[src/rtl/mem_access_seq_if.sv]
// Control-unit side bundle for the shared memory sequencer: requests, jump, memory handshake
// and the sequencer's registered outputs.
interface mem_access_seq_if #(
  parameter int ADDR_WIDTH = 13
);
  logic                  i_fetch_en;
  logic                  i_data_req;
  logic                  i_data_we;
  logic                  i_data_ir;
  logic [31:0]           i_data_addr;
  logic                  i_pop_req;
  logic [31:0]           i_pop_addr;
  logic                  i_jump;
  logic [31:0]           i_jump_target;
  logic                  i_mem_ready;
  logic                  o_mem_req;
  logic                  o_mem_we;
  logic [ADDR_WIDTH-1:0] o_mem_addr;
  logic [1:0]            o_mode;
  logic [31:0]           o_pc;
  logic                  o_instr_valid;
  logic                  o_data_done;
  logic                  o_pop_done;
  logic                  o_busy;

  modport master (
    output i_fetch_en, i_data_req, i_data_we, i_data_ir, i_data_addr, i_pop_req, i_pop_addr,
           i_jump, i_jump_target, i_mem_ready,
    input  o_mem_req, o_mem_we, o_mem_addr, o_mode, o_pc, o_instr_valid, o_data_done,
           o_pop_done, o_busy
  );

  modport slave (
    input  i_fetch_en, i_data_req, i_data_we, i_data_ir, i_data_addr, i_pop_req, i_pop_addr,
           i_jump, i_jump_target, i_mem_ready,
    output o_mem_req, o_mem_we, o_mem_addr, o_mode, o_pc, o_instr_valid, o_data_done,
           o_pop_done, o_busy
  );
endinterface

[src/rtl/mem_access_seq.sv]
// Shared memory port sequencer: owns the PC and arbitrates data > pop > fetch onto one
// request/ready port. Every output comes straight from a register.
module mem_access_seq #(
  parameter int          MEM_DEPTH = 4096,
  parameter logic [31:0] RESET_PC  = 32'h0
) (
  input logic           clk,
  input logic           rst,
  mem_access_seq_if.slave bus
);
  localparam int ADDR_WIDTH = $clog2(MEM_DEPTH * 2);

  typedef enum logic [1:0] {IDLE, FETCH, DATA, POP} state_e;

  localparam logic [1:0] M_FETCH = 2'b00, M_IR = 2'b01, M_POP = 2'b10, M_DATA = 2'b11;

  state_e                state_q, state_d;
  logic                  req_q, req_d, we_q, we_d;
  logic [ADDR_WIDTH-1:0] addr_q, addr_d;
  logic [1:0]            mode_q, mode_d;
  logic [31:0]           pc_q, pc_d;
  logic                  ivld_q, ivld_d, ddone_q, ddone_d, pdone_q, pdone_d, busy_q;
  logic                  jmp_q, jmp_d;   // a jump landed while the current fetch was outstanding

  always_comb begin
    state_d = state_q;
    req_d   = req_q;
    we_d    = we_q;
    addr_d  = addr_q;
    mode_d  = mode_q;
    pc_d    = pc_q;
    ivld_d  = 1'b0;
    ddone_d = 1'b0;
    pdone_d = 1'b0;
    jmp_d   = 1'b0;
    if (bus.i_jump) pc_d = bus.i_jump_target;
    unique case (state_q)
      IDLE: begin
        if (bus.i_data_req) begin
          state_d = DATA;
          req_d   = 1'b1;
          we_d    = bus.i_data_we;
          addr_d  = bus.i_data_addr[ADDR_WIDTH-1:0];
          mode_d  = bus.i_data_ir ? M_IR : M_DATA;
        end else if (bus.i_pop_req) begin
          state_d = POP;
          req_d   = 1'b1;
          we_d    = 1'b0;
          addr_d  = bus.i_pop_addr[ADDR_WIDTH-1:0];
          mode_d  = M_POP;
        end else if (bus.i_fetch_en && !bus.i_jump) begin
          // a jump this cycle holds off the fetch so it issues from the new PC
          state_d = FETCH;
          req_d   = 1'b1;
          we_d    = 1'b0;
          addr_d  = {pc_q[ADDR_WIDTH-1:1], 1'b0};
          mode_d  = M_FETCH;
        end
      end
      FETCH: begin
        jmp_d = jmp_q | bus.i_jump;
        if (bus.i_mem_ready) begin
          state_d = IDLE;
          req_d   = 1'b0;
          we_d    = 1'b0;
          jmp_d   = 1'b0;
          if (!(jmp_q || bus.i_jump)) begin
            ivld_d = 1'b1;
            pc_d   = pc_q + 32'd2;
          end
        end
      end
      DATA, POP: begin
        if (bus.i_mem_ready) begin
          state_d = IDLE;
          req_d   = 1'b0;
          we_d    = 1'b0;
          ddone_d = (state_q == DATA);
          pdone_d = (state_q == POP);
        end
      end
      default: state_d = IDLE;
    endcase
  end

  always_ff @(posedge clk) begin
    if (rst) begin
      state_q <= IDLE;
      req_q   <= 1'b0;
      we_q    <= 1'b0;
      addr_q  <= '0;
      mode_q  <= M_FETCH;
      pc_q    <= RESET_PC;
      ivld_q  <= 1'b0;
      ddone_q <= 1'b0;
      pdone_q <= 1'b0;
      busy_q  <= 1'b0;
      jmp_q   <= 1'b0;
    end else begin
      state_q <= state_d;
      req_q   <= req_d;
      we_q    <= we_d;
      addr_q  <= addr_d;
      mode_q  <= mode_d;
      pc_q    <= pc_d;
      ivld_q  <= ivld_d;
      ddone_q <= ddone_d;
      pdone_q <= pdone_d;
      busy_q  <= (state_d != IDLE);
      jmp_q   <= jmp_d;
    end
  end

  assign bus.o_mem_req     = req_q;
  assign bus.o_mem_we      = we_q;
  assign bus.o_mem_addr    = addr_q;
  assign bus.o_mode        = mode_q;
  assign bus.o_pc          = pc_q;
  assign bus.o_instr_valid = ivld_q;
  assign bus.o_data_done   = ddone_q;
  assign bus.o_pop_done    = pdone_q;
  assign bus.o_busy        = busy_q;
endmodule
[src/flat_wrapper.sv]
// flat-port wrapper written by rule: the top's interface ports become plain ports
module mem_access_seq_flat 
#(
  parameter int          MEM_DEPTH = 4096,
  parameter logic [31:0] RESET_PC  = 32'h0
)
  (clk, rst, bus_i_fetch_en, bus_i_data_req, bus_i_data_we, bus_i_data_ir, bus_i_data_addr, bus_i_pop_req, bus_i_pop_addr, bus_i_jump, bus_i_jump_target, bus_i_mem_ready, bus_o_mem_req, bus_o_mem_we, bus_o_mem_addr, bus_o_mode, bus_o_pc, bus_o_instr_valid, bus_o_data_done, bus_o_pop_done, bus_o_busy);
  mem_access_seq_if bus_i ();
  input logic clk;
  input logic rst;
  input wire logic [$bits(bus_i.i_fetch_en)-1:0] bus_i_fetch_en;
  input wire logic [$bits(bus_i.i_data_req)-1:0] bus_i_data_req;
  input wire logic [$bits(bus_i.i_data_we)-1:0] bus_i_data_we;
  input wire logic [$bits(bus_i.i_data_ir)-1:0] bus_i_data_ir;
  input wire logic [$bits(bus_i.i_data_addr)-1:0] bus_i_data_addr;
  input wire logic [$bits(bus_i.i_pop_req)-1:0] bus_i_pop_req;
  input wire logic [$bits(bus_i.i_pop_addr)-1:0] bus_i_pop_addr;
  input wire logic [$bits(bus_i.i_jump)-1:0] bus_i_jump;
  input wire logic [$bits(bus_i.i_jump_target)-1:0] bus_i_jump_target;
  input wire logic [$bits(bus_i.i_mem_ready)-1:0] bus_i_mem_ready;
  output wire logic [$bits(bus_i.o_mem_req)-1:0] bus_o_mem_req;
  output wire logic [$bits(bus_i.o_mem_we)-1:0] bus_o_mem_we;
  output wire logic [$bits(bus_i.o_mem_addr)-1:0] bus_o_mem_addr;
  output wire logic [$bits(bus_i.o_mode)-1:0] bus_o_mode;
  output wire logic [$bits(bus_i.o_pc)-1:0] bus_o_pc;
  output wire logic [$bits(bus_i.o_instr_valid)-1:0] bus_o_instr_valid;
  output wire logic [$bits(bus_i.o_data_done)-1:0] bus_o_data_done;
  output wire logic [$bits(bus_i.o_pop_done)-1:0] bus_o_pop_done;
  output wire logic [$bits(bus_i.o_busy)-1:0] bus_o_busy;
  assign bus_i.i_fetch_en = bus_i_fetch_en;
  assign bus_i.i_data_req = bus_i_data_req;
  assign bus_i.i_data_we = bus_i_data_we;
  assign bus_i.i_data_ir = bus_i_data_ir;
  assign bus_i.i_data_addr = bus_i_data_addr;
  assign bus_i.i_pop_req = bus_i_pop_req;
  assign bus_i.i_pop_addr = bus_i_pop_addr;
  assign bus_i.i_jump = bus_i_jump;
  assign bus_i.i_jump_target = bus_i_jump_target;
  assign bus_i.i_mem_ready = bus_i_mem_ready;
  assign bus_o_mem_req = bus_i.o_mem_req;
  assign bus_o_mem_we = bus_i.o_mem_we;
  assign bus_o_mem_addr = bus_i.o_mem_addr;
  assign bus_o_mode = bus_i.o_mode;
  assign bus_o_pc = bus_i.o_pc;
  assign bus_o_instr_valid = bus_i.o_instr_valid;
  assign bus_o_data_done = bus_i.o_data_done;
  assign bus_o_pop_done = bus_i.o_pop_done;
  assign bus_o_busy = bus_i.o_busy;
  mem_access_seq #(.MEM_DEPTH(MEM_DEPTH), .RESET_PC(RESET_PC)) u_core (.clk(clk), .rst(rst), .bus(bus_i));
endmodule
[config.mk]
export PLATFORM = sky130hd
export DESIGN_NAME = mem_access_seq_flat
export DESIGN_NICKNAME = d
export VERILOG_FILES = /design/src/rtl/mem_access_seq_if.sv /design/src/rtl/mem_access_seq.sv /design/src/flat_wrapper.sv
export SDC_FILE = /design/constraint.sdc
export NUM_CORES = 1
export LEC_CHECK = 0
export CAP_MARGIN = 40
export CORE_MARGIN = 2
export CORE_UTILIZATION = 43
export DETAILED_ROUTE_END_ITERATION = 7
export PLACE_DENSITY = 0.87
export SLEW_MARGIN = 5
export SYNTH_ARGS = -nofsm -noshare
export SYNTH_HDL_FRONTEND = slang
export SYNTH_SLANG_ARGS = --single-unit
[constraint.sdc]
create_clock -name clk -period 5.1 [get_ports clk]
set_clock_uncertainty 0.15 [all_clocks]
set_input_delay 1.53 -clock clk [delete_from_list [all_inputs] [get_ports clk]]
set_output_delay 1.53 -clock clk [all_outputs]
set_load 0.1 [all_outputs]
==> run metrics <==
FFs w/ async S/R, synth=0%; DIE WIDTH=just under 90 um; sequential fraction of the synthesis area=roughly 37%; FP Rows=30; Remaining DRCs=0; Post-layout nets=652; Worst Path Arrival=around 4000 ps; share of layout cells above drive strength 1=between 10% and 20%; Die Y=roughly 88 um; core area=just under 7000 um^2; WL final=around 11000 um; grt ovf=0; Yosys top cell area share=between 30% and 40%; vias in the first global route=roughly 3700; gpl congestion=0.870; Final Slew Violations=0; Slew HR=a little over half; Reg-to-Reg Start=u_core.state_q[0]$_SDFF_PP0_; Pre-Repair DR Iteration Count=5; top post-synthesis cells by count=nand2_1, dfxtp_1, nor2_1; total power=0.00131 W; minimum clock period=just under 4000 ps; CTS tree=built; Worst Min Path Start=u_core.bus.o_mem_req$_SDFFE_PP0P_; Net Count, Synth=about 490; total track usage=between 20% and 30%; Setup TNS=0 ps; final hold vios=0; Period Utilization, post-route=a little under 80%; worst-margin pin slew=between 700 and 800 ps; Placed Area=between 5000 and 6000 um^2; Synth Register Bits=between 50 and 60; Hold Path Class=reg2reg; port bufs=between 100 and 150; Max VDD drop=136 uV; largest net degree at the start of global routing=49; H-tree levels=2; WP data required=about 5200 ps; fillers=445; Ys Warns=0; routed vias=about 3700; FF/Latch Area=between 1000 and 1500 um^2; worst slack at placement=868 ps; 1st-iter DRT viols=275; CTS sink count=56; initial antenna violation count=0; die area=between 7000 and 8000 um^2; Layout area overhead=73.0%; worst-path maximum fanout=22; Post-synth EDFFs=0; Vias per Instance=5.70; Post-Syn Area per Cell=slightly below 8 um^2; post-CTS sizing=0; Final setup viols=0; Netlist cell types=54; clk slew on worst S/H paths=about 110 ps; dominant synthesized flop cell=dfxtp_1; status=completed; crit path capture type=register; leading area contributor after synthesis=dfxtp_1; WL per Instance=around 17 um; insertion delay to the later sink of the worst-skew pair=~310 ps; Starting Density=44.4%; post-route ant nets=0; Lkg Pwr=a little under 2 nW; CTS Root Cell=clkbuf_8; area of the mapped netlist=~3000 um^2; fin worst setup slack=~1100 ps; count leader, synth=nand2_1; crit path launch=bus_i_mem_ready; max cap viols=0; I/O Pins=approximately 160; DP Cell Count=~640; cts hold-fix bufs=0; CP Launch Type=primary input; Mapped Cells=385; n_diodes=0; CTS Buf Count=5; Power Dens Cells=~250 nW/um^2; Fmax achieved=between 200 and 300 MHz; largest cells by area after synthesis=dfxtp_1, nand2_1, mux2i_1; first-pass GRT wire length=around 18000 um; post-route cell area=roughly 5300 um^2; postcts setup bufs=0; HPWL after DPL=approximately 8400 um; multi-input combinational cell area=between 1500 and 2000 um^2; fin cells=between 600 and 700; Longest Clk Path Bufs=2; critical path class=in2reg; RSZ-0062 raised after global routing=no
-- sequential cells by signal (all words and copies together) (netlist names) --
register,count
u_core.bus.o_busy,1
u_core.bus.o_mem_req,1
u_core.bus.o_mode,2
u_core.bus.o_pc,32
u_core.bus.o_instr_valid,1
u_core.bus.o_data_done,1
u_core.bus.o_pop_done,1
u_core.state_q,2
u_core.bus.o_mem_addr,13
u_core.bus.o_mem_we,1
u_core.jmp_q,1
-- stage by stage --
step	hold WS, ps	util [%]
4_1_cts	317	76.8
3_5_place_dp	301	75.5
6_report	322	76.8
2_1_floorplan	347	-
3_3_place_gp	288	62.8
5_1_grt	348	76.8
-- power breakdown --
part | leakage, nW | internal [W] | switching (W) | total (W)
Combinational | 1.46 | 0.000218 | 0.000331 | 0.000550
Clock | 0.0404 | 0.0000977 | 0.000152 | 0.000250
Sequential | 0.462 | 0.000468 | 0.0000390 | 0.000507
Total | 1.96 | 0.000785 | 0.000523 | 0.00131
-- worst max-delay path, stage by stage --
cell	delay, ps
clkdlybuf4s50_1	580
nand3b_1	420
or2_2	630
nor4_1	390
mux2_2	370
a21oi_1	140
-- cell type report --
cell class                      count  area share [%]
Timing Repair Buffer              179            39.8
Multi-Input combinational cell    300            34.5
Sequential cell                    56            21.4
Tap cell                           96            2.29
Clock buffer                        5            1.31
Clock inverter                      3           0.453
Inverter                            4           0.286
-- layout by cell type, fill, tap and decap left out, drive strengths merged, types with 15 or more instances in the layout --
cell type      count
a211oi            15
a21oi             24
buf               61
clkdlybuf4s50    118
dfxtp             56
mux2i             16
nand2             62
nand3             15
nor2              34
o21ai             22
-- layer usage --
metal	track usage, %	up-vias	share of wire (%)
li1	-	1721	-
met1	34.9	1712	38
met2	51.6	201	50
met3	4.71	29	8.7
met4	12.0	0	2.9
met5	0	-	0
-- path summary, 6_finish.rpt --
path                                                          end  slack, ps  cells past startpoint
worst max-delay path               u_core.bus.o_pc[11]$_SDFF_PP0_       1130                      6
worst max register to register     u_core.bus.o_pc[11]$_SDFF_PP0_       2450                      5
worst min register to register  u_core.bus.o_mem_req$_SDFFE_PP0P_        320                      2
worst min-delay path            u_core.bus.o_mem_req$_SDFFE_PP0P_        320                      2
-- logic make-up (layout without fill, tap and decap cells) --
kind of cell | after synthesis | after routing | synth area share [%]
compound gates | 96 | 96 | 20.3
xor+xnor | 12 | 12 | 3.46
fa+ha+maj | 1 | 1 | 0.412
buf+inv | 29 | 191 | 3.63
flops | 56 | 56 | 36.9
mux | 17 | 17 | 5.65
simple gates | 174 | 174 | 29.6
Note: power is estimated with default switching activity, not from simulation.
